===== src/rtl/otter_uart_pkg.sv =====
// Shared constants and state encodings for the OTTER IOBUS UART.
package otter_uart_pkg;

    localparam logic [3:0] TXDATA_OFS = 4'h0;
    localparam logic [3:0] STATUS_OFS = 4'h4;
    localparam logic [3:0] RXDATA_OFS = 4'h8;

    localparam int ST_TX_FULL    = 0;
    localparam int ST_TX_EMPTY   = 1;
    localparam int ST_TX_BUSY    = 2;
    localparam int ST_RX_VALID   = 3;
    localparam int ST_RX_OVERRUN = 4;

    typedef enum logic [1:0] {TX_IDLE, TX_START, TX_DATA, TX_STOP} tx_state_t;
    typedef enum logic [1:0] {RX_IDLE, RX_START, RX_DATA, RX_STOP} rx_state_t;

endpackage


===== src/rtl/uart_tx_fifo.sv =====
// Byte FIFO feeding the UART transmitter; extra pointer bit tells full from empty.
module uart_tx_fifo #(
    parameter int DEPTH = 8
) (
    input  logic       CLK,
    input  logic       RESET,
    input  logic       push,
    input  logic       pop,
    input  logic [7:0] din,
    output logic [7:0] dout,
    output logic       full,
    output logic       empty
);
    localparam int PW = $clog2(DEPTH);

    logic [7:0]  mem_q [DEPTH];
    logic [PW:0] wp_q, rp_q;
    logic        do_push, do_pop;

    assign empty   = (wp_q == rp_q);
    assign full    = (wp_q[PW] != rp_q[PW]) && (wp_q[PW-1:0] == rp_q[PW-1:0]);
    assign do_pop  = pop && !empty;
    // A pop frees a slot this cycle, so a push while full still lands.
    assign do_push = push && (!full || do_pop);
    assign dout    = mem_q[rp_q[PW-1:0]];

    always_ff @(posedge CLK) begin
        if (RESET) begin
            wp_q <= '0;
            rp_q <= '0;
        end else begin
            if (do_push) wp_q <= wp_q + 1'b1;
            if (do_pop)  rp_q <= rp_q + 1'b1;
        end
    end

    always_ff @(posedge CLK) begin
        if (do_push) mem_q[wp_q[PW-1:0]] <= din;
    end

endmodule


===== src/rtl/otter_iobus_uart.sv =====
// IOBUS-mapped 8N1 UART: TX FIFO + TX FSM, optional RX path under OTTER_UART_RX_EN.
module otter_iobus_uart
    import otter_uart_pkg::*;
#(
    parameter logic [31:0] BASE_ADDR    = 32'h1100_0100,
    parameter int          CLKS_PER_BIT = 434,
    parameter int          TX_DEPTH     = 8
) (
    input  logic        CLK,
    input  logic        RESET,
    input  logic [31:0] IOBUS_ADDR,
    input  logic [31:0] IOBUS_OUT,
    input  logic        IOBUS_WR,
    output logic [31:0] IOBUS_IN,
    output logic        UART_TX,
    input  logic        UART_RX
);
    localparam int            CW       = $clog2(CLKS_PER_BIT);
    localparam logic [CW-1:0] BIT_END  = CW'(CLKS_PER_BIT - 1);
    localparam logic [CW-1:0] HALF_END = CW'(CLKS_PER_BIT / 2 - 1);

    logic [3:0]  ofs;
    logic        hit, wr_tx, wr_status, wr_rx;
    logic [31:0] status, rd_d, iobus_in_q;
    logic        fifo_pop, fifo_full, fifo_empty;
    logic [7:0]  fifo_dout;
    logic        rx_valid, rx_overrun;
    logic [7:0]  rx_byte;

    assign ofs       = IOBUS_ADDR[3:0];
    assign hit       = (IOBUS_ADDR[31:4] == BASE_ADDR[31:4]) && (ofs <= 4'h8);
    assign wr_tx     = IOBUS_WR && hit && (ofs == TXDATA_OFS);
    assign wr_status = IOBUS_WR && hit && (ofs == STATUS_OFS);
    assign wr_rx     = IOBUS_WR && hit && (ofs == RXDATA_OFS);

    uart_tx_fifo #(.DEPTH(TX_DEPTH)) u_fifo (
        .CLK(CLK), .RESET(RESET), .push(wr_tx), .pop(fifo_pop),
        .din(IOBUS_OUT[7:0]), .dout(fifo_dout), .full(fifo_full), .empty(fifo_empty)
    );

    tx_state_t     tx_state_q, tx_state_d;
    logic [CW-1:0] tx_cnt_q, tx_cnt_d;
    logic [2:0]    tx_bit_q, tx_bit_d;
    logic [7:0]    tx_sh_q, tx_sh_d;
    logic          tx_q, tx_d;

    always_ff @(posedge CLK) begin
        if (RESET) begin
            tx_state_q <= TX_IDLE;
            tx_cnt_q   <= '0;
            tx_bit_q   <= '0;
            tx_q       <= 1'b1;
        end else begin
            tx_state_q <= tx_state_d;
            tx_cnt_q   <= tx_cnt_d;
            tx_bit_q   <= tx_bit_d;
            tx_q       <= tx_d;
        end
        tx_sh_q <= tx_sh_d;
    end

    always_comb begin
        tx_state_d = tx_state_q;
        tx_cnt_d   = tx_cnt_q + 1'b1;
        tx_bit_d   = tx_bit_q;
        tx_sh_d    = tx_sh_q;
        tx_d       = tx_q;
        fifo_pop   = 1'b0;
        case (tx_state_q)
            TX_IDLE: begin
                tx_cnt_d = '0;
                if (!fifo_empty) begin
                    fifo_pop   = 1'b1;
                    tx_sh_d    = fifo_dout;
                    tx_d       = 1'b0;
                    tx_state_d = TX_START;
                end
            end
            TX_START: if (tx_cnt_q == BIT_END) begin
                tx_cnt_d   = '0;
                tx_bit_d   = '0;
                tx_d       = tx_sh_q[0];
                tx_state_d = TX_DATA;
            end
            TX_DATA: if (tx_cnt_q == BIT_END) begin
                tx_cnt_d = '0;
                if (tx_bit_q == 3'd7) begin
                    tx_d       = 1'b1;
                    tx_state_d = TX_STOP;
                end else begin
                    tx_bit_d = tx_bit_q + 1'b1;
                    tx_sh_d  = tx_sh_q >> 1;
                    tx_d     = tx_sh_q[1];
                end
            end
            TX_STOP: if (tx_cnt_q == BIT_END) begin
                tx_cnt_d = '0;
                // Chain straight into the next start bit so frames have no idle gap.
                if (!fifo_empty) begin
                    fifo_pop   = 1'b1;
                    tx_sh_d    = fifo_dout;
                    tx_d       = 1'b0;
                    tx_state_d = TX_START;
                end else begin
                    tx_state_d = TX_IDLE;
                end
            end
            default: tx_state_d = TX_IDLE;
        endcase
    end

    assign UART_TX = tx_q;

`ifdef OTTER_UART_RX_EN
    rx_state_t     rx_state_q, rx_state_d;
    logic          rx_s1_q, rx_s2_q, rx_prev_q;
    logic [CW-1:0] rx_cnt_q, rx_cnt_d;
    logic [2:0]    rx_bit_q, rx_bit_d;
    logic [7:0]    rx_sh_q, rx_sh_d, rx_byte_q, rx_byte_d;
    logic          rx_valid_q, rx_valid_d, rx_ovr_q, rx_ovr_d, rx_done;

    always_ff @(posedge CLK) begin
        if (RESET) begin
            rx_s1_q    <= 1'b1;
            rx_s2_q    <= 1'b1;
            rx_prev_q  <= 1'b1;
            rx_state_q <= RX_IDLE;
            rx_cnt_q   <= '0;
            rx_bit_q   <= '0;
            rx_byte_q  <= '0;
            rx_valid_q <= 1'b0;
            rx_ovr_q   <= 1'b0;
        end else begin
            rx_s1_q    <= UART_RX;
            rx_s2_q    <= rx_s1_q;
            rx_prev_q  <= rx_s2_q;
            rx_state_q <= rx_state_d;
            rx_cnt_q   <= rx_cnt_d;
            rx_bit_q   <= rx_bit_d;
            rx_byte_q  <= rx_byte_d;
            rx_valid_q <= rx_valid_d;
            rx_ovr_q   <= rx_ovr_d;
        end
        rx_sh_q <= rx_sh_d;
    end

    always_comb begin
        rx_state_d = rx_state_q;
        rx_cnt_d   = rx_cnt_q + 1'b1;
        rx_bit_d   = rx_bit_q;
        rx_sh_d    = rx_sh_q;
        rx_byte_d  = rx_byte_q;
        rx_valid_d = rx_valid_q;
        rx_ovr_d   = rx_ovr_q;
        rx_done    = 1'b0;
        case (rx_state_q)
            RX_IDLE: begin
                rx_cnt_d = '0;
                if (rx_prev_q && !rx_s2_q) rx_state_d = RX_START;
            end
            RX_START: if (rx_cnt_q == HALF_END) begin
                rx_cnt_d   = '0;
                rx_bit_d   = '0;
                rx_state_d = rx_s2_q ? RX_IDLE : RX_DATA;
            end
            RX_DATA: if (rx_cnt_q == BIT_END) begin
                rx_cnt_d = '0;
                rx_sh_d  = {rx_s2_q, rx_sh_q[7:1]};
                if (rx_bit_q == 3'd7) rx_state_d = RX_STOP;
                else                  rx_bit_d   = rx_bit_q + 1'b1;
            end
            RX_STOP: if (rx_cnt_q == BIT_END) begin
                rx_cnt_d   = '0;
                rx_done    = rx_s2_q;
                rx_state_d = RX_IDLE;
            end
            default: rx_state_d = RX_IDLE;
        endcase
        if (wr_rx)                     rx_valid_d = 1'b0;
        if (wr_status && IOBUS_OUT[4]) rx_ovr_d   = 1'b0;
        // Completion overrides a same-cycle pop or overrun clear.
        if (rx_done) begin
            rx_byte_d  = rx_sh_q;
            rx_valid_d = 1'b1;
            if (rx_valid_q && !wr_rx) rx_ovr_d = 1'b1;
        end
    end

    assign rx_valid   = rx_valid_q;
    assign rx_overrun = rx_ovr_q;
    assign rx_byte    = rx_byte_q;
`else
    logic unused_rx;
    assign unused_rx  = ^{UART_RX, wr_rx, wr_status};
    assign rx_valid   = 1'b0;
    assign rx_overrun = 1'b0;
    assign rx_byte    = 8'h00;
`endif

    logic unused_hi;
    assign unused_hi = ^IOBUS_OUT[31:8];

    always_comb begin
        status                = '0;
        status[ST_TX_FULL]    = fifo_full;
        status[ST_TX_EMPTY]   = fifo_empty && (tx_state_q == TX_IDLE);
        status[ST_TX_BUSY]    = (tx_state_q != TX_IDLE);
        status[ST_RX_VALID]   = rx_valid;
        status[ST_RX_OVERRUN] = rx_overrun;
        rd_d = '0;
        if (hit) begin
            case (ofs)
                STATUS_OFS: rd_d = status;
                RXDATA_OFS: rd_d = {24'b0, rx_byte};
                default:    rd_d = '0;
            endcase
        end
    end

    always_ff @(posedge CLK) begin
        if (RESET) iobus_in_q <= '0;
        else       iobus_in_q <= rd_d;
    end

    assign IOBUS_IN = iobus_in_q;

endmodule


===== config.mk =====
export PLATFORM = sky130hd
export DESIGN_NAME = otter_iobus_uart
export DESIGN_NICKNAME = d
export VERILOG_FILES = /design/src/rtl/otter_uart_pkg.sv /design/src/rtl/uart_tx_fifo.sv /design/src/rtl/otter_iobus_uart.sv
export SDC_FILE = /design/constraint.sdc
export NUM_CORES = 1
export LEC_CHECK = 0
export BUFFER_PORTS_ARGS = -buffer_cell sky130_fd_sc_hd__buf_4
export CAP_MARGIN = 20
export CORE_UTILIZATION = 51
export CTS_CLUSTER_SIZE = 20
export DETAILED_ROUTE_END_ITERATION = 6
export PLACE_DENSITY_LB_ADDON = 0.15
export RECOVER_POWER = 25
export SLEW_MARGIN = 10
export SYNTH_ARGS = -nofsm -noshare
export SYNTH_HDL_FRONTEND = slang
export SYNTH_HIERARCHICAL = 1
export SYNTH_SLANG_ARGS = --single-unit

===== constraint.sdc =====
create_clock -name CLK -period 4.1 [get_ports CLK]
set_input_delay 0.82 -clock CLK [delete_from_list [all_inputs] [get_ports CLK]]
set_output_delay 0.82 -clock CLK [all_outputs]
set_load 0.01 [all_outputs]

; Yosys cells after proc, flatten, opt, wreduce, memory -nomap -nowiden
; Memory sizes are Yosys's and may differ from the RTL's. A register that Yosys moved wholly into a read port is not among the register bits.
; Cells that the tools add are included.
[totals]
regBits = 63
ramBits = 64
inputBits = 68
output_inout_bits = 33
wordCells = 86
memories = 1
[classes]
n_addsub = 4
magnitude_cmp = 1
eq_ne = 16
n_mux = 31
n_bitwise = 2
reduce_logical = 22
[mem_list]
columns = memory, words, width, read_ports, rd_clocked_by_memory_dff, write_ports, line
row1 = u_fifo.mem_q, 8, 8, 1, 1, 1, uart_tx_fifo.sv:16  ; logic [7:0] mem_q [DEPTH];
[op_table]
columns = op, count
row1 = $mux 8, 4
row2 = $eq 28x25->1 const B, 1
row3 = $pmux 8 s3, 1
row4 = $pmux 9 s2, 1
row5 = $mux 3, 5
row6 = $ne 2x2->1 const B, 6
row7 = $mux 1, 10
row8 = $mux 2, 5
row9 = $add 9x1->9 const B, 1
row10 = $eq 9x9->1 const B, 1
row11 = $mux 9, 1
row12 = $add 4x1->4 const B, 2
row13 = $pmux 2 s4, 1
row14 = $reduce_and 4->1, 2
row15 = $logic_and 1x1->1, 7
row16 = $pmux 3 s2, 1
row17 = $reduce_or 3->1, 2
row18 = $reduce_and 5->1, 1
row19 = $eq 2x2->1 const B, 2
row20 = $eq 4x3->1 const B, 1
row21 = $eq 4x4->1, 1
row22 = $le 4x4->1 const B, 1
row23 = $logic_not 4->1, 1
row24 = $pmux 1 s4, 1
row25 = other kinds (14), 17

; Longest topological paths before layout
; Gate-level depths: netlist of the first run.
[depth]
ltp_word = 9
ltp_mapped = 10
mapped_depth_nobuf = 10

; By module
; Netlist of the first run, hierarchy kept.
[modules_own_cells]
columns = mod, n_inst, cells_each, area_per_inst_um2, seq_area_each_um2
row1 = uart_tx_fifo, 1, 164, 3012.9, 2142.1
row2 = otter_iobus_uart, 1, 175, 1605.3, 600.6

; Worst setup path after synthesis of the first run
; OpenSTA, ideal clock, no wires.
[synth_timing]
kind = input port to flip-flop
from = in IOBUS_ADDR[11]
to = mem u_fifo.mem_q[0][0] (enable)
setup_ns = 0.395
t_arrival_ns = 2.871
required_time_ns = 3.705
path_slack_ns = 0.834
cell_stages = 5
n_path_buf = 0
path_cell_list = nor4b_1 -> nand4_1 -> nor4_1 -> o21ai_0 -> nor4_1
[synth_between]
elab_chain_cells = 7
[synth_rtl]
columns = item, line
row1 = "start, declared", otter_iobus_uart.sv:11  ; input logic [31:0] IOBUS_ADDR,
row2 = $eq 28x25->1, otter_iobus_uart.sv:31  ; assign hit = (IOBUS_ADDR[31:4] == BASE_ADDR[31:4]) && (ofs <= 4'h8);
row3 = $logic_and 1x1->1, otter_iobus_uart.sv:31
row4 = $logic_and 1x1->1, --
row5 = $logic_and 1x1->1, otter_iobus_uart.sv:32  ; assign wr_tx = IOBUS_WR && hit && (ofs == TXDATA_OFS);
row6 = via wr_tx, otter_iobus_uart.sv:23  ; logic hit, wr_tx, wr_status, wr_rx;
row7 = $logic_and 1x1->1, uart_tx_fifo.sv:24  ; assign do_push = push && (!full || do_pop);
row8 = $mux 1, uart_tx_fifo.sv:38  ; if (do_push) mem_q[wp_q[PW-1:0]] <= din;
row9 = $mux 1 (implied by the code), uart_tx_fifo.sv:38
row10 = "end, declared", uart_tx_fifo.sv:16
; The timed path passes the listed nets, and every way through them passes these cells.

; Final worst setup path of the first run
[layout_timing]
from = in IOBUS_ADDR[11]
to = mem u_fifo.mem_q[0][5] (enable)
; Same word-level chain as after synthesis.

==> results of run 1 <==
==> final timing paths <==
path | from | end | slack [ns] | cells past startpoint
worst max register to register | tx_cnt_q[0] | flip-flop | 1.45 | 9
worst min-delay path | tx_bit_q[2] | tx_bit_q[2] | 0.50 | 1
worst max-delay path | IOBUS_ADDR[11] | u_fifo/mem_q[0][5] | 1.07 | 7
worst min register to register | tx_bit_q[2] | tx_bit_q[2] | 0.50 | 1
==> layout make-up <==
cell class	instances	share of cell area, %
clock inverters	6	1.523
repair buffers	55	7.687
well taps	108	2.611
multi-input cells	212	31.79
flip-flops and latches	101	52.99
inverters	13	0.9427
clock buffers	10	2.466
==> registers in the layout, summed over array words and instances (netlist names), named ones only <==
| name | count |
|---|---|
| tx_cnt_q | 9 |
| tx_bit_q | 3 |
| IOBUS_IN | 3 |
| u_fifo/rp_q | 4 |
| u_fifo/wp_q | 4 |
| UART_TX | 1 |
| tx_sh_q | 8 |
| u_fifo/mem_q | 64 |
| tx_state_q | 2 |
==> layer usage <==
| layer | up-vias | track usage, % | part of all wire [%] |
|---|---|---|---|
| li1 | 1315 | - | - |
| met1 | 1336 | 22.27 | 43 |
| met2 | 61 | 32.18 | 52 |
| met3 | 9 | 4.173 | 3.6 |
| met4 | 0 | 5.626 | 1.2 |
| met5 | - | 0 | 0 |
==> placed cells by master (no fill, tap or decap), types with 10 or more instances in the layout <==
cell type / Yosys / layout
ha_1: 12 / 12
nor2_1: 26 / 26
mux2_2: 10 / 10
o21ai_0: 10 / 10
buf_4: 30 / 48
inv_1: 12 / 12
conb_1: 1 / 29
xnor2_1: 10 / 10
mux4_2: 16 / 16
edfxtp_1: 72 / 72
dfxtp_1: 29 / 29
==> worst reg2reg max path: cells and delay by family (launching register included) <==
family	cells	cell delay (ns)
simple gates	4	1.18
buf+inv	1	0.21
compound gates	3	0.62
fa+ha+maj	1	0.18
flops	1	0.42
==> through the flow <==
| step | util [%] | hold slack [ns] |
|---|---|---|
| 3_5_place_dp | 56.80 | 0.4767 |
| 6_report | 59.07 | 0.4951 |
| 3_3_place_gp | 56.80 | 0.4634 |
| 5_1_grt | 59.07 | 0.5079 |
| 2_1_floorplan | - | 0.4455 |
| 4_1_cts | 59.15 | 0.4990 |
==> cells by family (layout without fill, tap and decap cells) <==
family                     Yosys count  count (layout)
adders and majority gates           12              12
buffers and inverters               54              84
other                                1              29
xor gates and xnor gates            13              13
DFF                                101             101
AOI/OAI and AO/OA                   41              41
and+or+nand+nor                     88              88
muxes                               29              29
==> report_power, final <==
| part | internal (uW) | total [uW] | leakage (uW) | switching [uW] |
|---|---|---|---|---|
| combinational | 89.9 | 199 | 0.000843 | 110 |
| clock | 295 | 647 | 0.000105 | 352 |
| sequential | 1110 | 1120 | 0.000884 | 15.4 |
==> flow_summary_export.csv, run 1 <==
group,metric,value,unit
logic_synthesis,synth-adder-area-share,3.251,%
logic_synthesis,synth_cells,339,
placed_design,dp.cells,488,
floorplan,core,0.008763,mm2
critical_path,crit_type,"in2reg",
placed_design,place_area,0.004977,mm2
timing,min_period,3.031,ns
drt,drt-initial-drc-count,134,
worst_hold_path,hold_path.class,"reg2reg",
drt,wl,8.174,mm
logic_synthesis,synth-seq-cells,101,
timing,max_slew_margin,40.13,%
grt,grt_pass1_wl,13.17,mm
pwr,power,1971,uW
placed_design,dp_hpwl,5.518,mm
logic_synthesis,synth_edf_count,72,
cts,cts_resized,0,
cells_and_area,nFillCells,711,
critical_path,worstPathMaxFanout,8,
logic_synthesis,syn-mean-instance-area,13.62,um2
pwr,cellPowerDensity,380.8,mW/mm2
cells_and_area,drive_gt1_share,24.69,%
logic_synthesis,synth_compound_area_share,6.340,%
critical_path,required,4.17,ns
cells_and_area,finalNonFillerCells,505,
critical_path,path_cells,"buf_4 > nor4b_1 > nand4_1 > nor4_1 > o21ai_0 > nor4_1 > buf_4",
cts,clk_latency,0.36,ns
drt,drc,0,
timing,maxSlewViolCount,0,
logic_synthesis,synth-main-ff-cell,"edfxtp_1",
critical_path,cp.arrival,3.10,ns
cells_and_area,ff_latch_area,0.002743,mm2
cts,clockRootBuffer,"clkbuf_8",
logic_synthesis,postSynth.asyncResetShare,0,%
logic_synthesis,yosysUniqueCellTypes,50,
placed_design,placement.io_buffers,46,
drt,vias,2721,
logic_synthesis,synth.cell_area,0.004618,mm2
logic_synthesis,synth-simple-area-share,10.32,%
pwr,ir_drop,331.2,uV
placed_design,preCtsSetupSlack,0.6921,ns
timing,finalSetupTns,0,ns
critical_path,crit_path_end_kind,"flip-flop",
grt,antenna_found_initial,0,
floorplan,pin_count,101,
cts,post_cts_buffers,0,
critical_path,critPathSlowestCell,"nor4_1",
floorplan,dieArea,0.009440,mm2
logic_synthesis,synth_top_family_by_area,"multiplexers",
critical_path,critPathLaunchType,"input pin",
logic_synthesis,synth_most_common_cell,"edfxtp_1",
timing,fin_skew,0.01279,ns
grt,grt_max_degree,23,
timing,worst_pin_slew,0.8899,ns
critical_path,path_delay_family,"simple AND/OR/NAND/NOR gates",
logic_synthesis,ys_top_cells_by_area,"edfxtp_1 (47%), dfxtp_1 (13%), mux4_2 (7.8%)",
cts,cts_buffers,9,
timing,rsz0062_at_grt,"no",
cts,clk_pin_slew,0.09,ns
floorplan,die_y,97.16,um
critical_path,slowest_delay,0.76,ns
timing,fmax,329.9,MHz
timing,finalHoldViolCount,0,
drt,viasPerCell,5.388,
grt,grt_pass1_vias,2568,
logic_synthesis,synth_top_area_cell,"edfxtp_1",
logic_synthesis,synth_mux_area_share,10.89,%
timing,finalWorstSetupSlack,1.069,ns
timing,finalCritPeriodShare,73.93,%
logic_synthesis,ys_seq_area_share,59.39,%
floorplan,die_x,97.16,um
logic_synthesis,netlist.area_leader.share,46.82,%
drt,detail-route-antenna-nets,0,
cells_and_area,area_growth,12.08,%
cts,cts_sinks,101,
logic_synthesis,synth_common_cells,"edfxtp_1 (72), buf_4 (30), dfxtp_1 (29), nor2_1 (26), mux4_2 (16)",
cts,tritoncts,"built",
cells_and_area,num_antenna_cells,0,
cts,hold_buffers,0,
grt,grt_overflow,0,
job,cap_violations,0,
floorplan,row_count,34,
cts,clockBufferDepth,2,
cells_and_area,fin_area,0.005176,mm2
grt,grt_usage,18.25,%
logic_synthesis,synthXorXnorAreaFrac,2.465,%
cells_and_area,multi_input_area,0.001645,mm2
drt,dr.pass1.iters,4,
outcome,status,"finished, final reports clean",
pwr,leakagePower,0.001832,uW
cts,htreeDepth,3,
placed_design,place.gp.congestion,0.8031,
drt,wl_per_cell,16.19,um
critical_path,worst-path-buf-inv,2,
cells_and_area,nNetsFinal,472,
timing,setup_viol,0,
floorplan,start_util,52.70,%
logic_synthesis,yosysWarnings,6,
Note: power is estimated with default switching activity, not from simulation.
==> inputs of run 2 (changes only) <==
--- a/config.mk
+++ b/config.mk
@@ -7,7 +7,7 @@
 export LEC_CHECK = 0
 export BUFFER_PORTS_ARGS = -buffer_cell sky130_fd_sc_hd__buf_4
 export CAP_MARGIN = 20
-export CORE_UTILIZATION = 51
+export CORE_UTILIZATION = 49
 export CTS_CLUSTER_SIZE = 20
 export DETAILED_ROUTE_END_ITERATION = 6
 export PLACE_DENSITY_LB_ADDON = 0.15
==> constraint.sdc (replaced) <==
create_clock -name CLK -period 2.6 [get_ports CLK]
set_input_delay 0.52 -clock CLK [delete_from_list [all_inputs] [get_ports CLK]]
set_output_delay 0.52 -clock CLK [all_outputs]
set_load 0.01 [all_outputs]
==> run 2 against run 1 <==
Net effect: sequential share of layout area shrank 0.61 points; combinational power grew 57%; flip-flop and latch count is the same; non-clock buffer count grew 8; die area grew 4.0%; routed wire length shrank 1.2%; critical path type is now reg2reg.
==> flow_summary_export.csv, run 2 (synthesis gave the netlist of run 1 again) <==
group,metric,value,unit
floorplan,die_x,99.08,um
cts,clk_latency,0.36,ns
drt,wl_per_cell,15.64,um
drt,drc,0,
timing,finalSetupTns,0,ns
cells_and_area,fin_area,0.005236,mm2
pwr,power_frac_seq,57.9,%
timing,min_period,2.418,ns
cts,clockBufferDepth,2,
timing,maxSlewViolCount,0,
drt,vias,2726,
floorplan,dieArea,0.009817,mm2
cts,cts_sinks,101,
pwr,switching_share,25.91,%
pwr,leakagePower,0.001863,uW
timing,rsz0062_at_grt,"no",
grt,grt_overflow,0,
outcome,status,"finished, final reports clean",
timing,fin_skew,0.01209,ns
cells_and_area,final_common_cell,"edfxtp_1",
grt,grt_pass1_wl,13.23,mm
timing,max_slew_margin,60.97,%
grt,grt_pass1_vias,2674,
critical_path,crit_type,"reg2reg",
cts,tritoncts,"built",
pwr,cellPowerDensity,584.8,mW/mm2
placed_design,place_area,0.005060,mm2
pwr,ir_drop,341.9,uV
floorplan,start_util,50.22,%
cells_and_area,area_growth,13.38,%
timing,hold_ws,0.4863,ns
floorplan,pin_count,101,
timing,worst_pin_slew,0.5794,ns
worst_hold_path,hold_path.class,"in2reg",
critical_path,required,2.71,ns
floorplan,core,0.009196,mm2
pwr,p_switching,793.3,uW
pwr,internal_power,2269,uW
floorplan,row_count,35,
placed_design,place.gp.congestion,0.8125,
cells_and_area,layout_common_cells,"edfxtp_1 (72), buf_4 (55), dfxtp_1 (29), conb_1 (29), nor2_1 (26)",
grt,grt_usage,17.59,%
timing,fmax,413.5,MHz
placed_design,placement.io_buffers,46,
critical_path,crit_path_end_kind,"flip-flop",
cells_and_area,nNetsFinal,480,
cts,cts_buffers,9,
drt,viasPerCell,5.283,
cts,clockRootBuffer,"clkbuf_8",
cts,htreeDepth,3,
drt,dr.pass1.iters,5,
critical_path,worst-path-buf-inv,3,
drt,drt-initial-drc-count,131,
cells_and_area,drive_gt1_share,26.67,%
timing,finalHoldViolCount,0,
cells_and_area,num_antenna_cells,0,
drt,detail-route-antenna-nets,0,
cts,post_cts_buffers,0,
critical_path,critPathSlowestCell,"o21ai_0",
critical_path,slowest_delay,0.48,ns
critical_path,path_delay_family,"compound AO/OA/AOI/OAI gates",
placed_design,dp_hpwl,5.599,mm
pwr,power,3062,uW
pwr,combinationalPowerShare,10.2,%
timing,setup_viol,0,
cts,clk_pin_slew,0.11,ns
pwr,pwr-share-clk,31.9,%
job,cap_violations,0,
critical_path,worstPathMaxFanout,8,
critical_path,critPathLaunchType,"flip-flop",
critical_path,cp.arrival,2.53,ns
drt,wl,8.072,mm
critical_path,path_cells,"inv_1 > ha_1 > and4b_4 > and2_1 > a21oi_1 > nor3_1 > buf_4 > o21ai_0 > nor3_1 > buf_4",
grt,grt_max_degree,23,
floorplan,die_y,99.08,um
timing,finalCritPeriodShare,93.01,%
grt,antenna_found_initial,0,
cells_and_area,largest_register_ffs,64,
[run 2: changes by cell type in the layout (fill, tap and decap cells not counted), sizes merged]
cell,before,now
clkinvlp,0,1
clkbuf,16,17
clkinv,2,3
buf,49,55
bufinv,1,0
[run 2: worst paths after layout]
kind,from,end,slack (ns),cells after the start
worst min register to register,tx_bit_q[1],tx_bit_q[1],0.50,1
worst max-delay path,tx_cnt_q[1],u_fifo/mem_q[1][0],0.18,10
worst min-delay path,RESET,u_fifo/rp_q[0],0.49,2
worst max register to register,tx_cnt_q[1],u_fifo/mem_q[1][0],0.18,10
[run 2: power by group through the flow]
| stage | sequential, uW | combinational [uW] | clock [uW] |
|---|---|---|---|
| after global routing | 1780 | 359 | 1070 |
| after detailed placement | 1810 | 319 | 0 |
| after CTS | 1770 | 320 | 993 |
| after floorplan | 1810 | 237 | 0 |
| final | 1770 | 313 | 976 |
| after global placement | 1810 | 310 | 0 |
[run 2: routing by layer]
metal | vias up | share of wire, % | global-route usage, %
met5 | - | 0 | 0
met2 | 48 | 51 | 29.80
li1 | 1333 | - | -
met3 | 6 | 2.9 | 3.333
met4 | 0 | 0.67 | 4.525
met1 | 1339 | 46 | 23.47
[run 2: layout make-up]
type	count	area [um2]
Sequential cell	101	2743
Inverter	13	48.80
Multi-Input combinational cell	212	1662
Tap cell	111	138.9
Clock inverter	7	77.57
Clock buffer	9	123.9
Fill cell	785	3960
Timing Repair Buffer	63	442.9
[run 2: per-stage QoR]
step           cells  util (%)  setup WS [ns]
5_1_grt          516     56.94        0.01367
6_report         516     56.94         0.1816
3_3_place_gp     500     55.02        -0.1002
3_5_place_dp     500     55.02       -0.04634
4_1_cts          516     57.21         0.1442
2_1_floorplan    367         -        -0.2078
[run 2: repair_timing]
item / 4_1_cts / 5_1_grt
hold buffers: 0 / 0
setup endpoints to repair: 0 / 8
gates resized for setup: 0 / 1
